`config.mk`:
```
export PLATFORM = sky130hd
export DESIGN_NAME = wb_core_master
export DESIGN_NICKNAME = d
export VERILOG_FILES = /design/src/rtl/wb_core_master.sv
export SDC_FILE = /design/constraint.sdc
export NUM_CORES = 1
export LEC_CHECK = 0
export CELL_PAD_IN_SITES_DETAIL_PLACEMENT = 1
export CELL_PAD_IN_SITES_GLOBAL_PLACEMENT = 1
export CORE_ASPECT_RATIO = 1.5
export CORE_MARGIN = 5
export CORE_UTILIZATION = 35
export CTS_BUF_LIST = sky130_fd_sc_hd__clkbuf_16
export DETAILED_ROUTE_END_ITERATION = 12
export GPL_ROUTABILITY_DRIVEN = 0
export MAX_ROUTING_LAYER = met4
export PLACE_DENSITY = 0.95
export SKIP_CTS_REPAIR_TIMING = 1
export SLEW_MARGIN = 10
export SYNTH_ARGS = -nofsm -noshare
export SYNTH_HDL_FRONTEND = slang
export SYNTH_SLANG_ARGS = --single-unit
```
`constraint.sdc`:
```
create_clock -name wb_clk_i -period 6.4 [get_ports wb_clk_i]
set_clock_uncertainty 0.1 [all_clocks]
set_input_delay 1.92 -clock wb_clk_i [delete_from_list [all_inputs] [get_ports wb_clk_i]]
set_output_delay 1.92 -clock wb_clk_i [all_outputs]
set_load 0.02 [all_outputs]
```
`src/rtl/wb_core_master.sv`:
```
// Single-word Wishbone pipelined master: one bus cycle per core request, 3-cycle minimum request-to-done latency.
// Holds strobe while the slave stalls; an error or the cycle timeout ends the request with coreError set.
module wb_core_master #(
    parameter int ADDR_WIDTH     = 28,
    parameter int TIMEOUT_CYCLES = 255
) (
    input  logic                  wb_clk_i,
    input  logic                  wb_rst_i,
    input  logic [ADDR_WIDTH-1:0] coreAddress,
    input  logic [3:0]            coreByteSelect,
    input  logic                  coreEnable,
    input  logic                  coreWriteEnable,
    input  logic [31:0]           coreDataWrite,
    output logic [31:0]           coreDataRead,
    output logic                  coreBusy,
    output logic                  coreError,
    output logic                  wb_cyc_o,
    output logic                  wb_stb_o,
    output logic                  wb_we_o,
    output logic [3:0]            wb_sel_o,
    output logic [ADDR_WIDTH-1:0] wb_adr_o,
    output logic [31:0]           wb_data_o,
    input  logic [31:0]           wb_data_i,
    input  logic                  wb_ack_i,
    input  logic                  wb_stall_i,
    input  logic                  wb_error_i
);

    typedef enum logic [1:0] {IDLE, ISSUE, WAIT_ACK, FINISH} state_t;

    localparam logic [7:0] TIMEOUT_LIM = 8'(TIMEOUT_CYCLES);

    state_t                state_q, state_d;
    logic [7:0]            cnt_q, cnt_d;
    logic [ADDR_WIDTH-1:0] adr_q, adr_d;
    logic [3:0]            sel_q, sel_d;
    logic                  we_q, we_d;
    logic [31:0]           wdat_q, wdat_d;
    logic [31:0]           rdat_q, rdat_d;
    logic                  err_q, err_d;
    logic [7:0]            cnt_inc;
    logic                  timeout;

    assign cnt_inc = cnt_q + 8'd1;
    // Fires on the last permitted cycle so FINISH follows exactly TIMEOUT_CYCLES bus cycles.
    assign timeout = (cnt_inc == TIMEOUT_LIM);

    always_comb begin
        state_d  = state_q;
        cnt_d    = cnt_q;
        adr_d    = adr_q;
        sel_d    = sel_q;
        we_d     = we_q;
        wdat_d   = wdat_q;
        rdat_d   = rdat_q;
        err_d    = err_q;
        coreBusy = 1'b0;
        wb_cyc_o = 1'b0;
        wb_stb_o = 1'b0;
        case (state_q)
            IDLE: begin
                coreBusy = coreEnable;
                if (coreEnable) begin
                    adr_d   = coreAddress;
                    sel_d   = coreByteSelect;
                    we_d    = coreWriteEnable;
                    wdat_d  = coreDataWrite;
                    cnt_d   = 8'd0;
                    err_d   = 1'b0;
                    state_d = ISSUE;
                end
            end
            ISSUE: begin
                coreBusy = 1'b1;
                wb_cyc_o = 1'b1;
                wb_stb_o = 1'b1;
                cnt_d    = cnt_inc;
                if (!wb_stall_i && wb_error_i) begin
                    err_d   = 1'b1;
                    rdat_d  = 32'hFFFF_FFFF;
                    state_d = FINISH;
                end else if (!wb_stall_i && wb_ack_i) begin
                    if (!we_q) rdat_d = wb_data_i;
                    state_d = FINISH;
                end else if (timeout) begin
                    err_d   = 1'b1;
                    rdat_d  = 32'hFFFF_FFFF;
                    state_d = FINISH;
                end else if (!wb_stall_i) begin
                    state_d = WAIT_ACK;
                end
            end
            WAIT_ACK: begin
                coreBusy = 1'b1;
                wb_cyc_o = 1'b1;
                cnt_d    = cnt_inc;
                if (wb_error_i || (timeout && !wb_ack_i)) begin
                    err_d   = 1'b1;
                    rdat_d  = 32'hFFFF_FFFF;
                    state_d = FINISH;
                end else if (wb_ack_i) begin
                    if (!we_q) rdat_d = wb_data_i;
                    state_d = FINISH;
                end
            end
            FINISH: begin
                state_d = IDLE;
            end
            default: begin
                state_d = IDLE;
            end
        endcase
    end

    always_ff @(posedge wb_clk_i or negedge wb_rst_i) begin
        if (!wb_rst_i) begin
            state_q <= IDLE;
            cnt_q   <= 8'd0;
            adr_q   <= '0;
            sel_q   <= 4'd0;
            we_q    <= 1'b0;
            wdat_q  <= 32'd0;
            rdat_q  <= 32'hFFFF_FFFF;
            err_q   <= 1'b0;
        end else begin
            state_q <= state_d;
            cnt_q   <= cnt_d;
            adr_q   <= adr_d;
            sel_q   <= sel_d;
            we_q    <= we_d;
            wdat_q  <= wdat_d;
            rdat_q  <= rdat_d;
            err_q   <= err_d;
        end
    end

    assign wb_we_o      = we_q;
    assign wb_sel_o     = sel_q;
    assign wb_adr_o     = adr_q;
    assign wb_data_o    = wdat_q;
    assign coreDataRead = rdat_q;
    assign coreError    = err_q;

endmodule

```
**Word-level counts from Yosys, hierarchy flattened**

Index checks and enable logic that the tools add are counted.

- Equal/unequal tests: 11
- Mux-type cells: 26
- $add $sub $neg: 1
- Reductions and logical operators: 16

Operator list:

| operator | number |
|---|---|
| 2-to-1 mux 32 bit | 6 |
| one-hot mux 32 bit (2 select lines) | 1 |
| one-hot mux 8 bit (2 select lines) | 1 |
| 2-to-1 mux 2 bit | 7 |
| != test 3 bit (second input constant) | 3 |
| adder 8 x 1 -> 8 bit (second input constant) | 1 |
| == test 8 bit (second input constant) | 1 |
| 2-to-1 mux 8 bit | 1 |
| one-hot mux 2 bit (4 select lines) | 1 |
| 2-to-1 mux 1 bit | 7 |
| AND reduction 3 bit | 2 |
| != test 5 bit (second input constant) | 1 |
| AND reduction 5 bit | 1 |
| == test 2 bit (second input constant) | 2 |
| != test 2 bit (second input constant) | 2 |
| != test 4 bit (second input constant) | 1 |
| AND reduction 2 bit | 2 |
| nonzero test 2 bit | 2 |
| logical AND 1 bit | 3 |
| one-hot mux 1 bit (3 select lines) | 1 |
| nonzero test 3 bit | 1 |
| == test 2 x 1 -> 1 bit (second input constant) | 1 |
| zero test 1 bit | 2 |
| zero test 2 bit | 1 |
| 3 further kinds | 3 |

- Output and inout bits: 101
- Flip-flop bits (word level): 108
- Bits of input ports: 103
- Word-level logic and storage cells: 62

**Longest topological paths before layout**

Gate-level depths: netlist of run 1.

- Depth after elaboration: 6
- Mapped depth: 9
- Mapped depth without buffers: 8

**Worst setup path after synthesis of run 1**

OpenSTA, ideal clock, no wires.

- Path kind: input to output
- Start point: in coreEnable
- End point: out coreBusy
- Setup slack: 2.118 ns
- Stages: 2
- Arrival: 2.262 ns
- Path buffers: 0
- Data required time: 4.380 ns
- Cells stage by stage: a21oi_1 nor2_1

- Word-level cells in the longest chain between the ends: 1

RTL lines:

| what | RTL line | source |
|---|---|---|
| start: declaration | 11 | `input logic coreEnable,` |
| one-hot mux 1 bit (2 select lines) | 60 | `case (state_q)` |
| end: declaration | 15 | `output logic coreBusy,` |

No other way between the ends.

**Worst setup path after layout of run 1**

Ends and elaborated chain as after synthesis.

==> results of run 1 <==
[worst register-to-register path, delay by kind of cell (launching register included)]
kind,cells,cell delay [ns]
compound gates,3,1.29
simple gates,3,0.67
flops,1,0.44
fa+ha+maj,1,0.16
buf+inv,1,0.08
[power by group]
part	internal, mW	switching, mW	leakage [nW]
logic	0.962	0.972	1.37
clock network	0.311	0.269	0.155
registers	1.07	0.194	1.25
total	2.34	1.44	2.77
[state kept, by name (all words and copies together) (netlist names)]
| register | flops |
|---|---|
| cnt_q | 8 |
| coreDataRead | 32 |
| coreError | 1 |
| state_q | 2 |
| wb_adr_o | 28 |
| wb_data_o | 32 |
| wb_sel_o | 4 |
| wb_we_o | 1 |
[kinds of logic (layout without fill, tap and decap cells)]
logic type / after synthesis / after routing / synth area share [%]
xor+xnor: 2 / 2 / 0.3887
simple gates: 41 / 41 / 5.053
mux: 67 / 67 / 16.74
buf+inv: 24 / 228 / 3.109
flops: 108 / 108 / 60.86
fa+ha+maj: 6 / 6 / 1.666
compound gates: 65 / 65 / 12.19
[synth_stat cells, drive strengths merged, types with 2 or more instances]
cell type and number:
dfrtp 76, mux2 67, dfstp 32, o22a 32
nand2 11, clkbuf 10, a21oi 8, o21ai 8
buf 7, inv 7, nor2 7, ha 6
nand3 5, a21o 3, nor4b 3, or3 3
a22o 2, nor2b 2, nor3 2, o31ai 2
or2 2
[final cells by class]
| type | count | area [um^2] | area share, % |
|---|---|---|---|
| clock buffer | 9 | 225.2 | 3.244 |
| timing repair buffer | 205 | 2044 | 29.45 |
| tap | 156 | 195.2 | 2.811 |
| sequential | 108 | 2743 | 39.50 |
| inverter | 7 | 26.28 | 0.3784 |
| multi-input combinational | 181 | 1627 | 23.43 |
| clock inverter | 7 | 82.58 | 1.189 |
[routing by layer]
metal | track usage (%) | vias up | share of wire, %
met5 | - | - | 0
met4 | 4.662 | 0 | 1.3
met3 | 5.709 | 14 | 6.4
met2 | 36.00 | 106 | 59
met1 | 19.59 | 1719 | 33
li1 | - | 1534 | -
[stage by stage]
stage,cell area (um^2),hold WS (ns)
after global placement,6635,0.3878
after floorplan,4507,0.3724
after detailed placement,6635,0.3934
after global routing,6943,0.4248
final,6943,0.4050
after CTS,6943,0.4092
[worst max path at each step]
stage                     from        to  slack (ns)  cells after the start
floorplan           coreEnable  coreBusy        2.12                      2
global placement    coreEnable  coreBusy        1.15                      4
detailed placement  coreEnable  coreBusy        1.12                      4
CTS                 coreEnable  coreBusy        1.11                      4
global route        coreEnable  coreBusy        1.06                      4
finish              coreEnable  coreBusy        1.10                      4
==> summary.md, run 1 <==
| Metric | Value |
|---|---|
| Status | `complete, no violations` |
| Hold endpoint | `wb_data_o[20]` |
| Share of Yosys cell area claimed by the top area cell type | `42.20%` |
| Core ar. | `12,570 um^2` |
| Min-delay src | `wb_data_o[20]` |
| Commonest non-fill, non-tap cell in the layout | `clkdlybuf4s50_1` |
| WL/cell | `21.03 um` |
| Sequential share of the synthesized area | `60.86%` |
| Startpoint types | `input pin` |
| Clock root cell | `clkbuf_16` |
| CTS clk-pin slew, worst paths | `0.07 ns` |
| DIE AREA | `15,290 um^2` |
| Post-DP HPWL | `10,890 um` |
| First DRT Iteration DRCs | `53` |
| CTS Buf Count | `9` |
| DRT antenna net count | `0` |
| Syn avg cell area | `14.40 um^2` |
| Vias in the first global route | `3,887` |
| Initial core utilization | `35.84%` |
| Die Y | `149.0 um` |
| FILL cells | `1,264` |
| Critical path buffers and inverters | `2` |
| Cell count after synthesis | `313` |
| Clock Sinks | `108` |
| Synthesized cell area | `4507 um^2` |
| Routed WL | `14,160 um` |
| CP Max Fanout | `3` |
| Slew HR | `33.41%` |
| Max Freq | `188.8 MHz` |
| Synth Flop Type | `dfrtp_1` |
| Synth unique cells | `46` |
| First-pass GRT wire length | `21,900 um` |
| Design Power | `3.775 mW` |
| # H-tree levels | `3` |
| Post-synth ARST share | `100.0%` |
| Initial antenna violation count | `0` |
| Synth Warn # | `0` |
| Area growth from synthesis to layout | `54.05%` |
| Share of cells above drive strength 1 | `25.73%` |
| Post-layout util | `55.21%` |
| Final setup fails | `0` |
| IO Port Bufs | `203` |
| TritonCTS clock tree | `yes` |
| Max-cap violations | `0` |
| Via density | `5.012` |
| FF-to-FF End | `coreDataRead[20]` |
| GRT Residual Overflow | `0` |
| Leakage | `2.772 nW` |
| Pre-CTS setup slack | `1.120 ns` |
| Critical-path top delay cell | `clkdlybuf4s50_1` |
| Die width | `102.7 um` |
| Slew at the pin with the worst max-slew slack | `0.9941 ns` |
| Req. time, crit path | `4.38 ns` |
| DRC | `0` |
| Fin worst setup slack | `1.103 ns` |
| Setup tns final | `0 ns` |
| Drt first pass iters | `4` |
| Layout Nets | `621` |
| CTS Buffer Depth | `2` |
| Yosys reg bits | `108` |
| WS Path Type | `in2out` |
| Slew Limit Fails | `0` |
| Final Hold Vio Count | `0` |
| CP most frequent cell | `clkdlybuf4s50_1` |
| DP Cell Count | `657` |
| Crit path largest cell delay | `0.61 ns` |
| FF-to-FF setup slack | `3.60 ns` |
| R2R cell count | `8` |
| Top cells by area, synth | `dfrtp_1, dfstp_2, mux2_2, o22a_1, ha_1` |
| Min-Delay Path Class | `reg2reg` |
| Cell family with most CP delay | `buffers and inverters` |
| Area leader, netlist | `dfrtp_1` |
| Most frequent cells in the layout | `clkdlybuf4s50_1, dfrtp_1, mux2_2` |
| Worst Setup End Kind | `output pin` |
| Latest clock arrival within the worst-skew pair | `0.35 ns` |
| DR vias | `3,373` |
| Ports | `204` |
| CP arrival | `3.28 ns` |
| Hold Path Cell Cnt | `1` |
| RSZ-0062 raised after global routing | `no` |
| Part of the cycle the worst path needs | `82.77%` |
| # diodes | `0` |
| Worst path cell trace | `clkdlybuf4s50_1 > a21oi_1 > nor2_1 > clkdlybuf4s50_1` |
| Pwr dens | `543.8 nW/um^2` |
| Number of synthesized flops with an enable pin | `0` |
| Minimum clock period | `5.297 ns` |
| R2R Path Start | `cnt_q[0]` |
| Syn Nets | `422` |
| Non-filler instance count after layout | `673` |
| VDD IR max | `0.2602 mV` |
| Total track usage | `19.43%` |
| Largest net degree at the start of global routing | `61` |
| Row cnt | `50` |
No activity file was read; power rests on OpenSTA's default activity.
==> inputs of run 2 (changes only) <==
- CORE_UTILIZATION: 35 -> 29
- PLACE_DENSITY: 0.95 -> 0.87
- clock period: 6.4 -> 4.5 ns (I/O delays scaled with it)
==> summary.md, run 2 (same netlist as run 1, synthesis figures left out) <==
| Metric | Value |
|---|---|
| Critical path buffers and inverters | `2 (unchanged)` |
| Min-Delay Path Class | `reg2reg` |
| WS Path Type | `in2out` |
| Critical-path top delay cell | `clkdlybuf4s50_1` |
| Hold Path Cell Cnt | `1 (unchanged)` |
| Part of the cycle the worst path needs | `91.76%` |
| Highest Signal Layer | `met4` |
| Initial core utilization | `29.63% (-6.2 points)` |
| WL met3 | `809 um (-10%)` |
| Crit path largest cell delay | `0.61 ns (about the same)` |
| DR vias | `3,374 (+0.030%)` |
| Via density | `4.706 (-6.1%)` |
| Vias in the first global route | `3,895 (+0.21%)` |
| Commonest non-fill, non-tap cell in the layout | `clkdlybuf4s50_1` |
| First-pass GRT wire length | `21,300 um (-2.7%)` |
| DRT antenna net count | `0 (unchanged)` |
| Sequential power share | `33.9% (+0.5 points)` |
| Slew Limit Fails | `0 (unchanged)` |
| First DRT Iteration DRCs | `111 (+110%)` |
| Post-DP HPWL | `10,570 um (-3.0%)` |
| Status | `complete, no violations` |
| WL/cell | `18.87 um (-10%)` |
| Setup tns final | `0 ns (unchanged)` |
| Critical path depth in cells | `4 (unchanged)` |
| VDD IR max | `0.3320 mV (+28%)` |
| Worst Setup End Kind | `output pin` |
| Max Freq | `242.2 MHz` |
| Switching Power | `2.003 mW (+40%)` |
| WHS | `0.4062 ns (+0.001237 ns)` |
| Slew HR | `38.51% (+5.1 points)` |
| Latest clock arrival within the worst-skew pair | `0.33 ns (-0.02 ns)` |
| Power share of the combinational group | `51.7% (+0.5 points)` |
| Cell family with most CP delay | `buffers and inverters` |
| Slew at the pin with the worst max-slew slack | `0.9179 ns (-0.07614 ns)` |
| Req. time, crit path | `3.05 ns (-1.33 ns)` |
| CP Max Fanout | `3 (unchanged)` |
| Switch share | `37.96% (-0.056 points)` |
| Most frequent cells in the layout | `clkdlybuf4s50_1, dfrtp_1, mux2_2` |
| Clock Power Share | `14.4% (-1.0 points)` |
| Largest net degree at the start of global routing | `90 (+48%)` |
| # H-tree levels | `3 (unchanged)` |
| Minimum clock period | `4.129 ns` |
| Pwr dens | `755.2 nW/um^2 (+39%)` |
| Leakage | `2.767 nW (-0.21%)` |
| Share of cells above drive strength 1 | `25.68% (-0.050 points)` |
| Worst path cell trace | `clkdlybuf4s50_1 > a21oi_1 > nor2_1 > clkdlybuf4s50_1` |
| Layout Nets | `622 (+0.16%)` |
| DRC | `0 (unchanged)` |
| Area growth from synthesis to layout | `55.02%` |
| CTS clk-pin slew, worst paths | `0.07 ns (about the same)` |
| DIE AREA | `18,190 um^2 (+19%)` |
| Max-cap violations | `0 (unchanged)` |
| CP arrival | `2.68 ns (-0.60 ns)` |
| FILL cells | `1,565 (+24%)` |
| CTS Buffer Depth | `2 (unchanged)` |
| Ports | `204 (unchanged)` |
| Met1 Wirelength | `4868 um (+2.9%)` |
| CTS Buf Count | `9 (unchanged)` |
| Die Y | `162.7 um (+9.2%)` |
| Die width | `111.8 um (+8.9%)` |
| IO Port Bufs | `203 (unchanged)` |
| Total track usage | `15.20% (-4.2 points)` |
| Core ar. | `15,210 um^2 (+21%)` |
| Clock root cell | `clkbuf_16` |
| Final Hold Vio Count | `0 (unchanged)` |
| Int Pwr | `3.274 mW (+40%)` |
| Clock Sinks | `108 (unchanged)` |
| Startpoint types | `input pin` |
| CP most frequent cell | `clkdlybuf4s50_1` |
| RSZ-0062 raised after global routing | `no` |
| # diodes | `0 (unchanged)` |
| Final setup fails | `0 (unchanged)` |
| Drt first pass iters | `4 (unchanged)` |
| Row cnt | `55 (+10%)` |
| R2R cell count | `8 (unchanged)` |
| Routed WL | `13,530 um (-4.4%)` |
| TritonCTS clock tree | `yes` |
| Initial antenna violation count | `0 (unchanged)` |
| GRT Residual Overflow | `0 (unchanged)` |
| WL met2 | `7596 um (-8.8%)` |
## run 2: cell count changes in the layout (fill, tap and decap cells not counted)
cell,change
buf_6,+1
bufinv_16,-1
clkinv_1,+1
clkinv_4,-1
clkinv_8,+1
inv_6,+1
inv_8,-1
## run 2: routing by layer
metal	vias to the layer above	GRT usage (%)
li1	1539	-
met1	1687	15.98
met2	130	27.76
met3	18	4.126
met4	0	4.372
met5	-	-
## run 2: layout make-up
type	count	area (um^2)	share of cell area, %
Inverter	7	26.28	0.3761
Clock inverter	7	61.31	0.8775
Sequential cell	108	2743	39.26
Tap cell	199	249.0	3.564
Clock buffer	9	225.2	3.223
Multi-Input combinational cell	181	1627	23.28
Timing Repair Buffer	206	2056	29.42
## run 2: stage by stage
stage | util, % | power, mW | cell area [um^2] | cells | worst slack, ns
floorplan | - | 3.292 | 4507 | 313 | 1.358
global placement | 44.03 | 4.453 | 6696 | 701 | 0.3747
detailed placement | 44.03 | 4.581 | 6696 | 701 | 0.3647
CTS | 45.92 | 5.376 | 6983 | 717 | 0.3512
global route | 45.94 | 5.600 | 6987 | 717 | 0.2906
finish | 45.94 | 5.276 | 6987 | 717 | 0.3710
## run 2: worst paths after layout
| kind | to | slack (ns) | from |
|---|---|---|---|
| setup / recovery | coreBusy | 0.37 | coreEnable |
| hold / removal | wb_data_o[6] | 0.41 | wb_data_o[6] |
| setup reg to reg | coreDataRead[2] | 1.83 | cnt_q[0] |
| hold reg to reg | wb_data_o[6] | 0.41 | wb_data_o[6] |
| max in group asynchronous | wb_data_o[0] | 2.53 | wb_rst_i |
| min in group asynchronous | wb_adr_o[23] | 0.99 | wb_rst_i |
## run 2: power by group through the flow
stage          registers, mW  clock network [mW]  logic [mW]
2_1_floorplan           2.31                   0       0.983
3_3_place_gp            1.77                   0        2.68
3_5_place_dp            1.81                   0        2.77
4_1_cts                 1.80               0.799        2.78
5_1_grt                 1.86               0.848        2.90
6_report                1.79               0.761        2.73
